### src/rtl/dpll_lock_supervisor.sv
// Supervises a word-clock DPLL: pulses its reset, qualifies lock over ACQ_WORDS good words, drops to HOLD on misses or timeout.
// Optional macro LOCK_STATS_EN adds err_count (bad words seen in TRACK).
`timescale 1ns/1ps

module dpll_lock_supervisor #(
    parameter int HOLD_CYCLES   = 16,
    parameter int ACQ_WORDS     = 4,
    parameter int MAX_MISS      = 2,
    parameter int BITS_PER_WORD = 256,
    parameter int TMO_W         = 20
) (
    input  logic        clk,
    input  logic        reset,
    input  logic        wc,
    input  logic        bitclock,
    input  logic        locked,
    output logic        dpll_rstn,
    output logic        ready,
    output logic [7:0]  slot,
    output logic [1:0]  state
`ifdef LOCK_STATS_EN
    ,
    output logic [15:0] err_count
`endif
);

    localparam int HOLD_W = $clog2(HOLD_CYCLES + 1);
    localparam int GOOD_W = $clog2(ACQ_WORDS + 1);
    localparam int MISS_W = $clog2(MAX_MISS + 1);

    typedef enum logic [1:0] {
        ST_HOLD  = 2'd0,
        ST_ACQ   = 2'd1,
        ST_TRACK = 2'd2
    } state_e;

    state_e             state_q;
    logic               wc_q, bc_q;
    logic               dpll_rstn_q, ready_q, armed_q;
    logic [8:0]         bit_cnt_q, bit_cnt_d;
    logic [TMO_W-1:0]   tmo_q, tmo_d;
    logic [HOLD_W-1:0]  hold_cnt_q;
    logic [GOOD_W-1:0]  good_cnt_q;
    logic [MISS_W-1:0]  miss_cnt_q;
    logic               wc_rise, bc_rise, word_good, timeout, enter_hold;

    assign wc_rise   = wc & ~wc_q;
    assign bc_rise   = bitclock & ~bc_q;
    assign word_good = (bit_cnt_q == 9'(BITS_PER_WORD)) && locked;
    assign timeout   = &tmo_q;

    always_comb begin
        bit_cnt_d = bit_cnt_q;
        if (wc_rise)
            bit_cnt_d = {8'd0, bc_rise};
        else if (bc_rise && bit_cnt_q != 9'd511)
            bit_cnt_d = bit_cnt_q + 9'd1;
        tmo_d = wc_rise ? '0 : tmo_q + TMO_W'(1);
    end

    // Timeout outranks a coincident judged word; it is ignored while already in HOLD.
    always_comb begin
        enter_hold = 1'b0;
        case (state_q)
            ST_HOLD:  enter_hold = 1'b0;
            ST_ACQ:   enter_hold = timeout;
            ST_TRACK: enter_hold = timeout ||
                                   (wc_rise && !word_good && miss_cnt_q == MISS_W'(MAX_MISS - 1));
            default:  enter_hold = 1'b1;
        endcase
    end

    always_ff @(posedge clk) begin
        if (!reset) begin
            state_q     <= ST_HOLD;
            wc_q        <= 1'b0;
            bc_q        <= 1'b0;
            dpll_rstn_q <= 1'b0;
            ready_q     <= 1'b0;
            armed_q     <= 1'b0;
            bit_cnt_q   <= '0;
            tmo_q       <= '0;
            hold_cnt_q  <= '0;
            good_cnt_q  <= '0;
            miss_cnt_q  <= '0;
        end else begin
            wc_q      <= wc;
            bc_q      <= bitclock;
            bit_cnt_q <= bit_cnt_d;
            tmo_q     <= tmo_d;
            ready_q   <= (state_q == ST_TRACK);
            if (enter_hold) begin
                state_q     <= ST_HOLD;
                dpll_rstn_q <= 1'b0;
                hold_cnt_q  <= '0;
                tmo_q       <= '0;
            end else begin
                case (state_q)
                    ST_HOLD: begin
                        if (hold_cnt_q == HOLD_W'(HOLD_CYCLES - 1)) begin
                            state_q     <= ST_ACQ;
                            dpll_rstn_q <= 1'b1;
                            good_cnt_q  <= '0;
                            armed_q     <= 1'b0;
                        end else begin
                            hold_cnt_q <= hold_cnt_q + HOLD_W'(1);
                        end
                    end
                    ST_ACQ: begin
                        // First edge after release only starts a clean bit count.
                        if (wc_rise) begin
                            if (!armed_q) begin
                                armed_q <= 1'b1;
                            end else if (!word_good) begin
                                good_cnt_q <= '0;
                            end else if (good_cnt_q == GOOD_W'(ACQ_WORDS - 1)) begin
                                state_q    <= ST_TRACK;
                                miss_cnt_q <= '0;
                            end else begin
                                good_cnt_q <= good_cnt_q + GOOD_W'(1);
                            end
                        end
                    end
                    ST_TRACK: begin
                        if (wc_rise) begin
                            if (word_good)
                                miss_cnt_q <= '0;
                            else
                                miss_cnt_q <= miss_cnt_q + MISS_W'(1);
                        end
                    end
                    default: state_q <= ST_HOLD;
                endcase
            end
        end
    end

`ifdef LOCK_STATS_EN
    logic [15:0] err_cnt_q;

    always_ff @(posedge clk) begin
        if (!reset)
            err_cnt_q <= '0;
        else if (state_q == ST_TRACK && wc_rise && !word_good && err_cnt_q != 16'hFFFF)
            err_cnt_q <= err_cnt_q + 16'd1;
    end

    assign err_count = err_cnt_q;
`endif

    assign dpll_rstn = dpll_rstn_q;
    assign ready     = ready_q;
    assign slot      = bit_cnt_q[7:0];
    assign state     = state_q;

endmodule

### config.mk
export PLATFORM = sky130hd
export DESIGN_NAME = dpll_lock_supervisor
export DESIGN_NICKNAME = d
export VERILOG_FILES = /design/src/rtl/dpll_lock_supervisor.sv
export SDC_FILE = /design/constraint.sdc
export NUM_CORES = 1
export LEC_CHECK = 0
export CAP_MARGIN = 10
export CORE_UTILIZATION = 30
export DETAILED_ROUTE_END_ITERATION = 16
export SYNTH_ARGS = -nofsm -noshare
export SYNTH_HDL_FRONTEND = slang
export SYNTH_SLANG_ARGS = --single-unit
### constraint.sdc
create_clock -name clk -period 1.9 [get_ports clk]
set_input_delay 0.38 -clock clk [delete_from_list [all_inputs] [get_ports clk]]
set_output_delay 0.38 -clock clk [all_outputs]
set_load 0.02 [all_outputs]
==> results.tsv <==
metric	value	unit
termination of the worst setup path	state[1]	
library cell occupying the most area in the post-synthesis netlist	sky130_fd_sc_hd__dfxtp_1	
reported max-cap violation count	0	
Post-Syn Area	2220	um^2
endpoint required time on the critical path	1.52	ns
worst relative slew slack	0.772	
final number of setup-violating endpoints	0	
Detailed Route Iter0 Violations	33	
Core Rows	31	
Initial DRT Pass Iterations	4	
insertion delay to the later sink of the worst-skew pair	0.30	ns
DRC violation count after routing	0	
Critical path origin	state[1]	
slew at the pin closest to its max-slew limit	0.339	ns
unique cell type count in the Yosys netlist	40	
Total Power	1.75	mW
Yosys warning count	0	
fin cells	372	
die span in x	88.0	um
Max H-tree Level	2	
Clk Tree Root Cell	sky130_fd_sc_hd__clkbuf_8	
count of buffers inserted at the top-level ports	16	
worst setup path category	reg2out	
largest voltage drop on the vdd net	0.266	mV
Leak	1.07	nW
cell depth of the worst setup path	1	
EDFF count, synth	0	
proportion of register bits with asynchronous set or reset after synthesis	0	
overall die area	7750	um^2
top cells by area in the synthesized netlist	sky130_fd_sc_hd__dfxtp_1 41%, sky130_fd_sc_hd__xor2_1 8.7%, sky130_fd_sc_hd__nor2_1 6.9%	
total number of clock tree sinks	46	
number of global-route vias before repair	1547	
area used by sequential logic in the layout	921	um^2
minimum setup slack among reg-to-reg paths	0.17	ns
min Tclk post-route	1.83	ns
Final period util	0.962	
number of cells on the worst reg-to-reg path	9	
diodes inserted	0	
kind of cell adding the most delay to the critical path	buffers and inverters	
capture point of the worst reg-to-reg path	bit_cnt_q[7]	
leading cell types in the layout, fill and taps excluded	46 x sky130_fd_sc_hd__dfxtp_1, 41 x sky130_fd_sc_hd__nor2_1, 22 x sky130_fd_sc_hd__xor2_1	
worst hold path type	reg2reg	
worst clock skew	0.00761	ns
sum of routed wire length over all layers	3930	um
leading cell type in the layout, fill and taps excluded	sky130_fd_sc_hd__dfxtp_1	
Post-DP HPWL	2910	um
total routing resource utilization after global routing	0.110	
final hold viol count	0	
placer congestion estimate	0.718	
drt wl/cell	10.6	um
number of buffers on the longest clock path	2	
crit path capture type	output port	
number of vias per cell after detailed routing	4.48	
fin nets	286	
number of placed I/O pins	17	
Antenna Nets Post-Route	0	
Die Y-Extent	88.0	um
register bit total from synthesis	46	
worst path buffer plus inverter count	1	
maximum achievable frequency	0.547	GHz
Num CTS Buffers	5	
library cell contributing the largest single delay on the critical path	sky130_fd_sc_hd__clkdlybuf4s50_1	
initial antenna violation count	0	
critical path fanouts, max	7	
number of placed instances, taps included	364	
Worst R2R Start	bit_cnt_q[2]	
syn avg cell area	8.99	um^2
effective utilization at floorplan	0.308	
result of the run	completed	
total count of max-transition violations in the final report	0	
share of the yosys chip area belonging to registers	0.415	
dominant synthesized flop cell	sky130_fd_sc_hd__dfxtp_1	
crit path launch type	flop	
synthesis-to-finish area growth	18.8	%
unrepaired setup endpoints after global routing	no	
fill cell instance count of the final layout	768	
clock tree from TritonCTS	yes	
setup TNS after final layout	0	ns
area share of the largest cell type after synthesis	0.415	
first-pass GRT wire length	6670	um
CORE AREA	7210	um^2
area of combinational cells with multiple inputs	1190	um^2
instance count of the mapped netlist	247	
CP cell instances	clkdlybuf4s50_1	
GRT Residual Overflow	0	
total power per unit cell area	663	nW/um^2
CTS clock-pin slew for the worst setup and hold paths	0.09	ns
largest net degree at the start of global routing	18	
total nets after synthesis	261	
Crit path largest cell delay	0.66	ns
share of cells above drive strength 1	0.125	
Data arrival, critical path	1.45	ns
total vias in the final route	1666	
start point of the worst hold path	tmo_q[0]	
==> logic make-up (layout without fill, tap and decap cells) <==
kind of cell	Yosys count	in the layout	share of synthesized area
xor gates and xnor gates	27	27	0.106
and+or+nand+nor	121	121	0.295
buffers and inverters	20	46	0.0524
DFF	46	46	0.415
AOI/OAI and AO/OA	17	17	0.0490
muxes	7	7	0.0316
adders and majority gates	9	9	0.0507
==> routing by layer <==
metal / track usage / wire length (um) / up-vias / share of wire
met1: 0.145 / 2050 / 761 / 0.52
li1: - / - / 878 / -
met5: 0 / 0 / - / 0
met4: 0.0440 / 62 / 0 / 0.016
met3: 0.0254 / 111 / 7 / 0.028
met2: 0.174 / 1710 / 20 / 0.44
==> cell usage after synthesis (2+ instances only) <==
library cell                n
sky130_fd_sc_hd__dfxtp_1   46
sky130_fd_sc_hd__nor2_1    41
sky130_fd_sc_hd__xor2_1    22
sky130_fd_sc_hd__nand2_1   20
sky130_fd_sc_hd__nand3_1   16
sky130_fd_sc_hd__and3_1     9
sky130_fd_sc_hd__buf_4      9
sky130_fd_sc_hd__ha_1       9
sky130_fd_sc_hd__inv_1      7
sky130_fd_sc_hd__mux2i_1    7
sky130_fd_sc_hd__a21oi_1    6
sky130_fd_sc_hd__nand4_1    5
sky130_fd_sc_hd__xnor2_1    5
sky130_fd_sc_hd__a211oi_1   3
sky130_fd_sc_hd__and2_1     3
sky130_fd_sc_hd__clkbuf_1   3
sky130_fd_sc_hd__nand2b_1   3
sky130_fd_sc_hd__nor2b_1    3
sky130_fd_sc_hd__o21ai_0    3
sky130_fd_sc_hd__and4_1     2
sky130_fd_sc_hd__nand3_2    2
sky130_fd_sc_hd__nand3b_1   2
sky130_fd_sc_hd__nor3_1     2
sky130_fd_sc_hd__or2_2      2
sky130_fd_sc_hd__or3_1      2
==> state kept, by name (all words and copies together) (netlist names) <==
| register | flops |
|---|---|
| good_cnt_q | 3 |
| armed_q | 1 |
| state | 2 |
| tmo_q | 20 |
| miss_cnt_q | 2 |
| bit_cnt_q | 9 |
| hold_cnt_q | 5 |
| wc_q | 1 |
| ready | 1 |
| dpll_rstn | 1 |
| bc_q | 1 |
==> metrics by stage <==
step / utilization / setup WS, ns / hold WS [ns] / area (um^2)
final: 0.366 / 0.0730 / 0.448 / 2640
after global placement: 0.350 / 0.0345 / 0.433 / 2530
after detailed placement: 0.350 / 0.0170 / 0.437 / 2530
after CTS: 0.365 / 0.0395 / 0.454 / 2630
after global routing: 0.366 / 0.00639 / 0.482 / 2640
after floorplan: - / 0.0621 / 0.417 / 2220
==> layout make-up <==
class,instances,share of cell area
clock buffer,7,0.0365
clock inverter,1,0.00332
inverter,7,0.00996
multi-input combinational,181,0.451
sequential,46,0.349
tap,99,0.0469
timing repair buffer,31,0.103
==> what timing repair did <==
action                     in CTS  in global routing
buffers inserted                0                  0
gates resized for setup         0                  1
setup endpoints to repair       0                 10
hold buffers                    0                  0
hold endpoints to repair        0                  0
==> power breakdown <==
group          switching (mW)  leakage (nW)  internal (mW)  total [mW]
Clock                   0.339        0.0544          0.334       0.672
Sequential             0.0102         0.372          0.976       0.987
Combinational          0.0473         0.648         0.0440      0.0914
==> worst min-delay path by stage <==
stage	cells past startpoint	slack, ns	end
floorplan	1	0.42	tmo_q[0]
global placement	1	0.43	tmo_q[0]
detailed placement	1	0.44	tmo_q[0]
CTS	1	0.45	tmo_q[0]
global route	1	0.48	tmo_q[0]
finish	1	0.45	tmo_q[0]
Note: power is estimated with default switching activity, not from simulation.
